[src/rtl/wt_cache_pkg.sv]
// Shared types and widths for the write-through dcache load request path.
package wt_cache_pkg;

  localparam int unsigned DCACHE_INDEX_WIDTH = 12;
  localparam int unsigned DCACHE_TAG_WIDTH   = 22;
  localparam int unsigned DCACHE_TID_WIDTH   = 2;
  localparam int unsigned LD_LAT_WIDTH       = 8;

  // Load request sequencer states: one outstanding load at a time.
  typedef enum logic [2:0] {
    IDLE,
    REQ,
    TAG,
    WAIT,
    KILL
  } ld_state_e;

  // Access size encoding as presented by the load unit.
  typedef enum logic [1:0] {
    SIZE_BYTE  = 2'b00,
    SIZE_HALF  = 2'b01,
    SIZE_WORD  = 2'b10,
    SIZE_DWORD = 2'b11
  } ld_size_e;

endpackage

[src/rtl/wt_sat_cnt.sv]
// Saturating up-counter with synchronous clear and count enable.
module wt_sat_cnt #(
  parameter int unsigned W = 8
) (
  input  logic         clk_i,
  input  logic         rst_i,
  input  logic         clr_i,
  input  logic         en_i,
  output logic [W-1:0] cnt_o
);

  logic [W-1:0] cnt_q;

  // Clear wins over enable; the count sticks at all-ones instead of wrapping.
  always_ff @(posedge clk_i) begin
    // NOTE: non-blocking assignments keep every flop sampling pre-edge values.
    if (rst_i) begin
      cnt_q <= '0;
    end else if (clr_i) begin
      cnt_q <= '0;
    end else if (en_i && (cnt_q != '1)) begin
      cnt_q <= cnt_q + W'(1);
    end
  end

  assign cnt_o = cnt_q;

endmodule

[src/rtl/wt_dcache_ld_req.sv]
// Load request sequencer between the load unit and a write-through dcache:
// issues the index phase, forwards the translated tag (or kills the access),
// and returns data plus the grant-to-data latency to the load unit.
module wt_dcache_ld_req
  import wt_cache_pkg::*;
#(
  parameter int unsigned XLEN  = 32,
  parameter int unsigned IDX_W = DCACHE_INDEX_WIDTH,
  parameter int unsigned TAG_W = DCACHE_TAG_WIDTH,
  parameter int unsigned TID_W = DCACHE_TID_WIDTH
) (
  input  logic                    clk_i,
  input  logic                    rst_i,
  // load unit request
  input  logic                    ld_valid_i,
  output logic                    ld_ready_o,
  input  logic [IDX_W-1:0]        ld_index_i,
  input  logic [1:0]              ld_size_i,
  input  logic [TID_W-1:0]        ld_id_i,
  // translation result
  input  logic                    tlb_valid_i,
  input  logic [TAG_W-1:0]        tlb_tag_i,
  input  logic                    tlb_exc_i,
  input  logic                    flush_i,
  // dcache request phase
  output logic                    data_req_o,
  input  logic                    data_gnt_i,
  output logic [IDX_W-1:0]        address_index_o,
  output logic [1:0]              data_size_o,
  output logic [TID_W-1:0]        data_id_o,
  output logic                    data_we_o,
  // dcache tag / kill phase
  output logic [TAG_W-1:0]        address_tag_o,
  output logic                    tag_valid_o,
  output logic                    kill_req_o,
  // dcache response
  input  logic                    data_rvalid_i,
  input  logic [XLEN-1:0]         data_rdata_i,
  input  logic [TID_W-1:0]        data_rid_i,
  // response to load unit
  output logic                    resp_valid_o,
  output logic [XLEN-1:0]         resp_data_o,
  output logic [TID_W-1:0]        resp_id_o,
  output logic                    resp_exc_o,
  output logic [LD_LAT_WIDTH-1:0] resp_lat_o
);

  ld_state_e         state_q, state_d;
  logic [IDX_W-1:0]  index_q;
  ld_size_e          size_q;
  logic [TID_W-1:0]  id_q;
  logic [TAG_W-1:0]  tag_q;
  logic              kill_exc_q;   // current kill came from a translation fault
  logic              rid_err_q;    // sticky: response id did not match the request
  logic              resp_valid_q;
  logic [XLEN-1:0]   resp_data_q;
  logic [TID_W-1:0]  resp_id_q;
  logic              resp_exc_q;
  logic              rsp_accept;

  // A response is only meaningful once the tag phase has been resolved.
  assign rsp_accept = data_rvalid_i && ((state_q == WAIT) || (state_q == KILL));

  // State register.
  always_ff @(posedge clk_i) begin
    if (rst_i) begin
      state_q <= IDLE;
    end else begin
      state_q <= state_d;
    end
  end

  // Next-state logic: flush beats grant in REQ, data beats flush in WAIT.
  always_comb begin
    // NOTE: default first so no path through the case leaves state_d unassigned (no latch).
    state_d = state_q;
    unique case (state_q)
      IDLE: if (ld_valid_i) state_d = REQ;
      REQ: begin
        if (flush_i)         state_d = IDLE;
        else if (data_gnt_i) state_d = TAG;
      end
      TAG: begin
        if (flush_i)          state_d = KILL;
        else if (tlb_valid_i) state_d = tlb_exc_i ? KILL : WAIT;
      end
      WAIT: begin
        if (data_rvalid_i) state_d = IDLE;
        else if (flush_i)  state_d = KILL;
      end
      KILL: if (data_rvalid_i) state_d = IDLE;
      default: state_d = IDLE;
    endcase
  end

  // Handshake and phase strobes decoded from the current state.
  always_comb begin
    ld_ready_o  = 1'b0;
    data_req_o  = 1'b0;
    tag_valid_o = 1'b0;
    kill_req_o  = 1'b0;
    unique case (state_q)
      IDLE:    ld_ready_o  = 1'b1;
      REQ:     data_req_o  = 1'b1;
      WAIT:    tag_valid_o = 1'b1;
      KILL:    kill_req_o  = 1'b1;
      default: ;
    endcase
  end

  // Capture request fields, the translated tag, kill cause and the response.
  always_ff @(posedge clk_i) begin
    if (rst_i) begin
      index_q      <= '0;
      size_q       <= SIZE_BYTE;
      id_q         <= '0;
      tag_q        <= '0;
      kill_exc_q   <= 1'b0;
      rid_err_q    <= 1'b0;
      resp_valid_q <= 1'b0;
      resp_data_q  <= '0;
      resp_id_q    <= '0;
      resp_exc_q   <= 1'b0;
    end else begin
      resp_valid_q <= 1'b0;

      if ((state_q == IDLE) && ld_valid_i) begin
        index_q <= ld_index_i;
        size_q  <= ld_size_e'(ld_size_i);
        id_q    <= ld_id_i;
      end

      if ((state_q == TAG) && tlb_valid_i && !tlb_exc_i && !flush_i) begin
        tag_q <= tlb_tag_i;
      end

      // A flush overrides a pending fault kill: the load unit no longer wants an answer.
      if ((state_q == TAG) && tlb_valid_i && tlb_exc_i && !flush_i) begin
        kill_exc_q <= 1'b1;
      end else if (flush_i || (state_q == IDLE)) begin
        kill_exc_q <= 1'b0;
      end

      if (rsp_accept && (data_rid_i != id_q)) begin
        rid_err_q <= 1'b1;
      end

      if (data_rvalid_i && (state_q == WAIT)) begin
        resp_valid_q <= 1'b1;
        resp_data_q  <= data_rdata_i;
        resp_id_q    <= id_q;
        resp_exc_q   <= 1'b0;
      end else if (data_rvalid_i && (state_q == KILL) && kill_exc_q) begin
        resp_valid_q <= 1'b1;
        resp_data_q  <= '0;
        resp_id_q    <= id_q;
        resp_exc_q   <= 1'b1;
      end
    end
  end

  // Grant-to-data latency: restarts on grant, counts through tag/wait/kill.
  wt_sat_cnt #(
    .W (LD_LAT_WIDTH)
  ) i_lat_cnt (
    .clk_i (clk_i),
    .rst_i (rst_i),
    .clr_i ((state_q == REQ) && data_gnt_i && !flush_i),
    .en_i  ((state_q == TAG) || (state_q == WAIT) || (state_q == KILL)),
    .cnt_o (resp_lat_o)
  );

  assign address_index_o = index_q;
  assign data_size_o     = size_q;
  assign data_id_o       = id_q;
  assign data_we_o       = 1'b0;
  assign address_tag_o   = tag_q;
  assign resp_valid_o    = resp_valid_q;
  assign resp_data_o     = resp_data_q;
  assign resp_id_o       = resp_id_q;
  assign resp_exc_o      = resp_exc_q;

  // Responses must only arrive after the tag phase; ids must match the request.
  a_rvalid_phase : assert property (@(posedge clk_i) disable iff (rst_i)
    data_rvalid_i |-> ((state_q == WAIT) || (state_q == KILL)));
  a_rid_match : assert property (@(posedge clk_i) disable iff (rst_i) !rid_err_q);

endmodule

[config.mk]
export PLATFORM = sky130hd
export DESIGN_NAME = wt_dcache_ld_req
export DESIGN_NICKNAME = d
export VERILOG_FILES = /design/src/rtl/wt_cache_pkg.sv /design/src/rtl/wt_sat_cnt.sv /design/src/rtl/wt_dcache_ld_req.sv
export SDC_FILE = /design/constraint.sdc
export NUM_CORES = 1
export LEC_CHECK = 0
export BUFFER_PORTS_ARGS = -buffer_cell sky130_fd_sc_hd__buf_2
export CAP_MARGIN = 20
export CORE_MARGIN = 4
export CORE_UTILIZATION = 48
export CTS_CLUSTER_DIAMETER = 120
export CTS_CLUSTER_SIZE = 24
export DETAILED_ROUTE_END_ITERATION = 10
export MAX_ROUTING_LAYER = met4
export PLACE_DENSITY = 0.84
export SKIP_LAST_GASP = 1
export SLEW_MARGIN = 20
export SYNTH_ARGS = -nofsm -noshare
export SYNTH_HDL_FRONTEND = slang
export SYNTH_HIERARCHICAL = 1
export SYNTH_SLANG_ARGS = --single-unit
export TNS_END_PERCENT = 50
[constraint.sdc]
create_clock -name clk_i -period 5.69 [get_ports clk_i]
set_input_delay 0.8535 -clock clk_i [delete_from_list [all_inputs] [get_ports clk_i]]
set_output_delay 0.8535 -clock clk_i [all_outputs]
set_load 0.01 [all_outputs]
* After elaboration in Yosys (flattened, before gate mapping)
Index checks and enable logic that the tools add are counted. W data, S select, Z words.
Storage, ports and cells: word-level logic and storage cells 67, register bits 86, output and inout port bits 87, input bits 80
Cells by class: add/subtract/negate cells 1, eq/ne operators 10, muxes and demuxes 22, reduce and logical (&&, ||, !) cells 23
Operators with widths (count):
- $mux W32 | 2
- $mux W3 | 9
- $pmux W3 S5 | 1
- $logic_and A1 B1 Y1 | 12
- $ne A3 B3 Y1 const B | 3
- $add A8 B1 Y8 const B | 1
- $mux W1 | 8
- $ne A8 B8 Y1 const B | 1
- $eq A3 B2 Y1 const B | 2
- $reduce_and A5 Y1 | 1
- $mux W2 | 2
- $ne A2 B2 Y1 const B | 2
- $reduce_bool A2 Y1 | 2
- $reduce_or A2 Y1 | 2
- $eq A3 B1 Y1 const B | 1
- $eq A3 B3 Y1 const B | 1
- $logic_not A3 Y1 | 1
- $logic_or A1 B1 Y1 | 3
- $logic_not A1 Y1 | 2

* Longest topological paths before layout
Gate-level depths: netlist (run 1).
depth after elaboration 5, mapped depth 7, gate-level depth less buffers 5

* By module
Netlist (run 1), hierarchy kept.
By module, submodules not included:
- wt_dcache_ld_req | area an instance 2805.2 um^2, instances 1, seq. area each 1561.5 um^2, cells an instance 297
- wt_sat_cnt | area an instance 435.4 um^2, instances 1, seq. area each 160.2 um^2, cells an instance 47

* Least setup slack after synthesis (run 1)
OpenSTA, ideal clock, no wires.
path type input -> register, start point in rst_i, end point reg resp_data_q[0], in the netlist resp_data_o[0], setup time 0.117 ns, required time 5.573 ns, stages on the path 6, setup slack 3.757 ns, buffers on the path 3, arrival time 1.816 ns, cells stage by stage buf_1 -> inv_1 -> and3_1 -> buf_1 -> buf_2 -> a22o_1
RTL lines:
- start: declaration | RTL line wt_dcache_ld_req.sv:13 | input logic rst_i,
- end signal: assignment | RTL line wt_dcache_ld_req.sv:150 | resp_data_q <= data_rdata_i;
- end: declaration | RTL line wt_dcache_ld_req.sv:56 | logic [XLEN-1:0] resp_data_q;

* Worst setup path in the final report (run 1)
start point reg state_q[2], end point out kill_req_o
On the way: cells in the longest elaborated chain, start to end 2
RTL lines:
- start: declaration | RTL line wt_dcache_ld_req.sv:48 | ld_state_e state_q, state_d;
- start signal: assignment | RTL line wt_dcache_ld_req.sv:69 | state_q <= state_d;
- $eq A3 B3 Y1 | RTL line wt_dcache_ld_req.sv:102 | unique case (state_q)
- $mux W1 | RTL line wt_dcache_ld_req.sv:102
- end: declaration | RTL line wt_dcache_ld_req.sv:35 | output logic kill_req_o,
Every way passes these cells.

==> flow_summary_export.csv, run 1 <==
group,metric,value,unit
layout,fillers,555,
cts,path_clk_slew,0.09,ns
logic_synthesis,synth_area_leaders,"dfxtp_1 (53%), nand2_1 (9.8%), a22o_1 (8.6%)",
logic_synthesis,async_reset_ff_share,0,%
cts,cts_setup_buffers,0,
sta,fin_hold_ws,0.4559,ns
drt,drcViolationCount,0,
logic_synthesis,synth_edf_count,0,
critical_path,cp-start-kind,"flop",
critical_path,critPathCaptureType,"output port",
drt,wl,8382,µm
die,io_pins,167,
logic_synthesis,synth_mux_area_share,2.201,%
logic_synthesis,synth_seq_area_share,53.13,%
sta,period_share,41.53,%
drt,vias_per_cell,5.217,
layout,final_nets,574,
sta,fmax,423.2,MHz
global_route,grt_max_degree,53,
die,start_util,50.17,%
logic_synthesis,syn_inst,344,
critical_path,cpPeakStageDelay,0.56,ns
logic_synthesis,synth_top_family_by_area,"compound AO/OA/AOI/OAI gates",
job,drv_cap,0,
layout,area_growth,30.50,%
drt,vias,3000,
logic_synthesis,syn_nets,425,
critical_path,crit_slowest_cell,"dfxtp_1",
critical_path,crit_fanout,10,
die,coreArea,0.006459,mm²
place,hpwlAfterDp,6137,µm
cts,cts_resized,0,
global_route,grt_pass1_wl,13970,µm
pwr,ir_worst_vdd,0.1430,mV
logic_synthesis,ys_types,44,
cts,cts_inserted_buffers,9,
drt,wl_met1,3655,µm
global_route,grt.overflow.total,0,
sta,grt_setup_unrepaired,"false",
outcome,status,"finished clean",
drt,routedWlPerCell,14.58,µm
cts,worstSkewPairLatency,0.33,ns
place,port_buffers,163,
logic_synthesis,yosys_register_bits,86,
cts,ctsHtreeMaxLevel,3,
global_route,grt_pass1_vias,3016,
logic_synthesis,synth_xor_area_share,0,%
die,die_w,90.17,µm
place,place.gp.congestion,0.8284,
pwr,powerDensity,286.1,mW/mm²
drt,topRoutingLayerUsed,"met4",
drt,drtAntennaViolNets,0,
layout,diodes,0,
global_route,antenna_found_initial,0,
logic_synthesis,synth_top_cell_area_share,53.13,%
cts,cts.sinks,86,
logic_synthesis,synth-simple-area-share,19.15,%
sta,slew_headroom,36.70,%
critical_path,required,4.84,ns
logic_synthesis,synth.avg_cell_area,9.420,µm²
logic_synthesis,synth.largest_area_cell,"dfxtp_1",
logic_synthesis,synth_area,0.003241,mm²
critical_path,crit_arrival,1.51,ns
logic_synthesis,synth-compound-area-share,19.77,%
sta,tns,0,ns
die,die_h,90.17,µm
sta,setup_violations,0,
critical_path,path_cells,"or3b_1, inv_1, buf_2",
sta,hold_viol,0,
sta,tightest_slew,0.9495,ns
cts,cts_root_buf,"clkbuf_8",
critical_path,critPathKind,"flop to output port",
sta,slew_violations,0,
pwr,p_leak,2.018,nW
cts,cts_tree,"yes",
drt,dr.pass1.iters,4,
drt,wl_met3,638,µm
sta,skew,0.008241,ns
logic_synthesis,synthFlopType,"dfxtp_1",
hold_path,hp-class,"flop to flop",
die,dieArea,0.008130,mm²
cts,holdBufCountCts,0,
die,num_rows,29,
logic_synthesis,synth_fa_ha_area_share,0.3861,%
logic_synthesis,yosysWarnings,6,
global_route,track_usage,20.87,%
drt,drtIter0Drc,87,
drt,met2_wirelength,4031,µm
sta,min_period,2.363,ns
layout,drive_gt1_share,38.15,%
cts,clockBufferDepth,2,
==> sequential cells by signal, indices dropped and copies added, names as in the netlist <==
name / cells
data_size_o: 2
kill_exc_q: 1
resp_valid_o: 1
resp_exc_o: 1
resp_data_o: 32
address_index_o: 12
resp_id_o: 2
state_q: 3
address_tag_o: 22
i_lat_cnt/cnt_o: 8
data_id_o: 2
==> critical path, delay by kind of cell, from the launching register on <==
family,cells,cell delay (ns)
and+or+nand+nor,1,0.43
buffers and inverters,2,0.19
DFF,1,0.56
==> logic make-up after synthesis <==
kind of cell,count (synthesis)
AND/OR/NAND/NOR,128
AO/OA/AOI/OAI,92
flip-flops,86
buffers and inverters,29
multiplexers,7
adder cells (fa/ha/maj),1
other,1
==> stage by stage <==
stage               instances  cell area [µm²]  power (mW)  utilization (%)  setup WS [ns]
global route              575             4229       1.260            65.48          3.234
CTS                       575             4228       1.220            65.46          3.157
global placement          559             3998      0.7406            61.89          2.859
detailed placement        559             3998      0.7441            61.89          2.794
floorplan                 344             3241      0.6976                -          3.757
finish                    575             4229       1.210            65.48          3.327
==> cells in the final DEF (no fill, tap or decap), types with 3 or more instances in the layout <==
cell type,n
buf_2,163
nor2_1,7
nand3_1,3
mux2i_1,6
or3_1,3
a21oi_1,45
and3_1,4
o21ai_0,3
clkbuf_8,10
dfxtp_1,86
nor3b_1,3
nand2_1,85
inv_1,4
a22o_1,32
nor4_1,3
==> synth_stat cells (3+ instances only) <==
| cell | instances |
|---|---|
| a21oi_1 | 45 |
| a22o_1 | 32 |
| and3_1 | 5 |
| buf_2 | 7 |
| buf_4 | 4 |
| buf_6 | 5 |
| clkbuf_1 | 7 |
| dfxtp_1 | 86 |
| inv_1 | 4 |
| mux2i_1 | 6 |
| nand2_1 | 85 |
| nand3_1 | 3 |
| nor2_1 | 7 |
| nor3b_1 | 3 |
| nor4_1 | 3 |
| o21ai_0 | 3 |
| or3_1 | 3 |
==> layout make-up <==
class                      count  area [µm²]  area share [%]
sequential                    86        1722           40.71
multi-input combinational    229        1350           31.92
timing repair buffer         163       815.8           19.29
clock buffer                  10       137.6           3.254
tap                           77       96.34           2.278
clock inverter                 6       92.59           2.189
inverter                       4       15.01          0.3550
==> where the power goes <==
part / switching, mW / leakage, nW / internal, mW
registers: 0.0109 / 0.695 / 0.614
logic: 0.0587 / 1.21 / 0.0461
clock network: 0.217 / 0.110 / 0.263
==> worst paths after layout <==
check	startpoint	endpoint	slack (ns)	cells after the start
max reg2reg	state_q[2]	i_lat_cnt/cnt_o[5]	3.52	5
min reg2reg	address_index_o[3]	address_index_o[3]	0.46	2
max	state_q[2]	kill_req_o	3.33	3
min	address_index_o[3]	address_index_o[3]	0.46	2
==> per-layer routing <==
layer / global-route usage, % / vias to the layer above
li1: - / 1492
met1: 24.86 / 1382
met2: 35.22 / 120
met3: 5.092 / 6
met4: 5.867 / 0
met5: - / -
Power figures use the tool's default switching activity.
==> run 2: changes to the inputs <==
--- a/config.mk
+++ b/config.mk
@@ -5,15 +5,16 @@
 export SDC_FILE = /design/constraint.sdc
 export NUM_CORES = 1
 export LEC_CHECK = 0
+export ABC_AREA = 1
 export BUFFER_PORTS_ARGS = -buffer_cell sky130_fd_sc_hd__buf_2
 export CAP_MARGIN = 20
 export CORE_MARGIN = 4
-export CORE_UTILIZATION = 48
+export CORE_UTILIZATION = 42
 export CTS_CLUSTER_DIAMETER = 120
 export CTS_CLUSTER_SIZE = 24
 export DETAILED_ROUTE_END_ITERATION = 10
 export MAX_ROUTING_LAYER = met4
-export PLACE_DENSITY = 0.84
+export PLACE_DENSITY = 0.76
 export SKIP_LAST_GASP = 1
 export SLEW_MARGIN = 20
 export SYNTH_ARGS = -nofsm -noshare
==> constraint.sdc (replaced) <==
create_clock -name clk_i -period 2.01 [get_ports clk_i]
set_input_delay 0.3015 -clock clk_i [delete_from_list [all_inputs] [get_ports clk_i]]
set_output_delay 0.3015 -clock clk_i [all_outputs]
set_load 0.01 [all_outputs]
==> run 2 against run 1 <==
Effect of this change:
- clock power increased to 3.1 times the previous value
- via count increased by 15%
- non-clock buffer count increased by 2
- critical path depth unchanged
- sequential power increased to 3.4 times the previous value
- synthesized cell count increased by 34%
- largest cell class unchanged
- largest power group unchanged
==> flow_summary_export.csv, run 2 <==
group,metric,value,unit
logic_synthesis,yosys_register_bits,86,
logic_synthesis,synth_fa_ha_area_share,0.3529,%
hold_path,hp-class,"primary input to flop",
cts,clockBufferDepth,2,
sta,period_share,93.00,%
place,place.gp.congestion,0.8327,
logic_synthesis,synth_area,0.003546,mm²
layout,final_nets,689,
logic_synthesis,synth_top_family_by_area,"simple AND/OR/NAND/NOR gates",
critical_path,cp-start-kind,"flop",
sta,slew_headroom,51.25,%
place,dpl_cell_area,0.004287,mm²
logic_synthesis,synth_top_cell_area_share,48.55,%
die,die_w,99.89,µm
critical_path,crit_arrival,1.57,ns
outcome,status,"finished clean",
sta,min_period,1.869,ns
critical_path,critPathKind,"flop to output port",
logic_synthesis,ys_top_cells_by_count,"nand2_1 (107), dfxtp_1 (86), a21oi_1 (77), inv_1 (38), nor2_1 (32)",
pwr,power.total,4.866,mW
logic_synthesis,synth-simple-area-share,24.91,%
pwr,ir_worst_vdd,0.6258,mV
sta,slew_violations,0,
drt,drtIter0Drc,93,
sta,tightest_slew,0.7305,ns
hold_path,min_to,"resp_data_o[11]",
global_route,track_usage,18.69,%
cts,worstSkewPairLatency,0.35,ns
layout,area_growth,28.02,%
global_route,grt_pass1_vias,3227,
cts,cts_resized,0,
critical_path,critPathCaptureType,"output port",
die,start_util,43.16,%
die,die_h,99.89,µm
hold_path,hold_start,"data_rdata_i[11]",
global_route,grt.overflow.total,0,
logic_synthesis,async_reset_ff_share,0,%
logic_synthesis,synth_xor_area_share,0,%
cts,holdBufCountCts,0,
critical_path,crit_fanout,17,
logic_synthesis,yosysWarnings,6,
place,dp_slack,0.3251,ns
die,num_rows,33,
sta,tns,0,ns
pwr,powerDensity,1072,mW/mm²
job,drv_cap,0,
critical_path,rr_endpoint,"address_tag_o[21]",
critical_path,cpPeakStageDelay,0.45,ns
layout,largest_reg_flops,32,
global_route,grt_pass1_wl,14690,µm
cts,ctsHtreeMaxLevel,3,
critical_path,r2r_cells,5,
layout,final_area,0.004539,mm²
sta,hold_viol,0,
layout,drive_gt1_share,33.61,%
cts,cts_tree,"yes",
critical_path,rrSetupSlack,0.32,ns
layout,diodes,0,
global_route,grt_max_degree,48,
logic_synthesis,syn_nets,541,
critical_path,crit_slowest_cell,"dfxtp_1",
place,hpwlAfterDp,6681,µm
critical_path,required,1.71,ns
cts,path_clk_slew,0.09,ns
logic_synthesis,ys_types,30,
cts,cts_setup_buffers,0,
logic_synthesis,synth_area_leaders,"dfxtp_1 (49%), nand2_1 (11%), a21oi_1 (11%)",
sta,finalWorstSetupSlack,0.1407,ns
logic_synthesis,synth.avg_cell_area,7.708,µm²
die,dieArea,0.009977,mm²
drt,drcViolationCount,0,
critical_path,cp_top_family,"flip-flops",
layout,post-route-util,55.25,%
sta,fmax,535.0,MHz
critical_path,path_cells,"nor3_2, buf_4, buf_2",
drt,vias_per_cell,4.819,
global_route,antenna_found_initial,0,
layout,final_common_cell,"buf_2",
logic_synthesis,synth.largest_area_cell,"dfxtp_1",
logic_synthesis,synth-compound-area-share,15.10,%
logic_synthesis,synth_seq_area_share,48.55,%
cts,cts_root_buf,"clkbuf_8",
drt,dr.pass1.iters,4,
die,coreArea,0.008217,mm²
pwr,p_leak,2.098,nW
die,io_pins,167,
place,port_buffers,163,
hold_path,hold_path_depth,3,
logic_synthesis,syn_inst,460,
drt,drtAntennaViolNets,0,
layout,layout_common_cells,"buf_2 (163), nand2_1 (107), dfxtp_1 (86)",
sta,skew,0.01193,ns
logic_synthesis,synthMostInstantiatedCell,"nand2_1",
critical_path,r2r_start,"state_q[1]",
drt,vias,3460,
cts,cts_inserted_buffers,9,
logic_synthesis,synthFlopType,"dfxtp_1",
sta,setup_violations,0,
cts,cts.sinks,86,
critical_path,critPathBufInv,2,
logic_synthesis,synth_edf_count,0,
drt,wl,9155,µm
sta,grt_setup_unrepaired,"false",
drt,routedWlPerCell,12.75,µm
logic_synthesis,synth_mux_area_share,0,%
[run 2: report_power, final]
group / internal (mW) / switching, mW
combinational: 0.481 / 0.776
clock: 0.869 / 0.642
sequential: 1.90 / 0.200
[run 2: worst max-delay path by stage]
stage / from / to / slack, ns / cells past startpoint
6_report: state_q[2] / ld_ready_o / 0.14 / 3
2_1_floorplan: state_q[1] / i_lat_cnt/cnt_o[7] / 0.57 / 7
4_1_cts: state_q[2] / ld_ready_o / 0.14 / 3
5_1_grt: state_q[2] / ld_ready_o / 0.04 / 3
3_5_place_dp: state_q[1] / address_tag_o[21] / 0.33 / 5
3_3_place_gp: state_q[2] / i_lat_cnt/cnt_o[7] / 0.42 / 6
[run 2: layout make-up]
cell class	count	area [µm²]
timing repair buffer	165	830.8
inverter	43	167.7
clock inverter	6	115.1
fill	801	3677
multi-input combinational	303	1435
tap	105	131.4
clock buffer	10	137.6
sequential	86	1722
[run 2: per-stage QoR]
stage | instances | hold slack (ns)
2_1_floorplan | 460 | 0.4487
3_3_place_gp | 702 | 0.4303
3_5_place_dp | 702 | 0.4350
4_1_cts | 718 | 0.1640
5_1_grt | 718 | 0.1690
6_report | 718 | 0.1855
[run 2: cells by family (layout without fill, tap and decap cells)]
logic type	after synthesis	count (layout)
other	1	1
AO/OA/AOI/OAI	106	106
adder cells (fa/ha/maj)	1	1
flip-flops	86	86
buffers and inverters	71	224
AND/OR/NAND/NOR	195	195
[run 2: routing by layer]
| layer | GRT usage (%) | share of wire (%) | up-vias |
|---|---|---|---|
| li1 | - | - | 1773 |
| met5 | - | 0 | - |
| met2 | 31.61 | 51 | 98 |
| met3 | 4.656 | 6.2 | 21 |
| met1 | 20.92 | 41 | 1568 |
| met4 | 8.088 | 2.6 | 0 |
[run 2: worst register-to-register path: cells and delay by family (launching register included)]
kind,cells,cell delay (ns)
compound gates,2,0.38
flops,1,0.55
simple gates,3,0.63
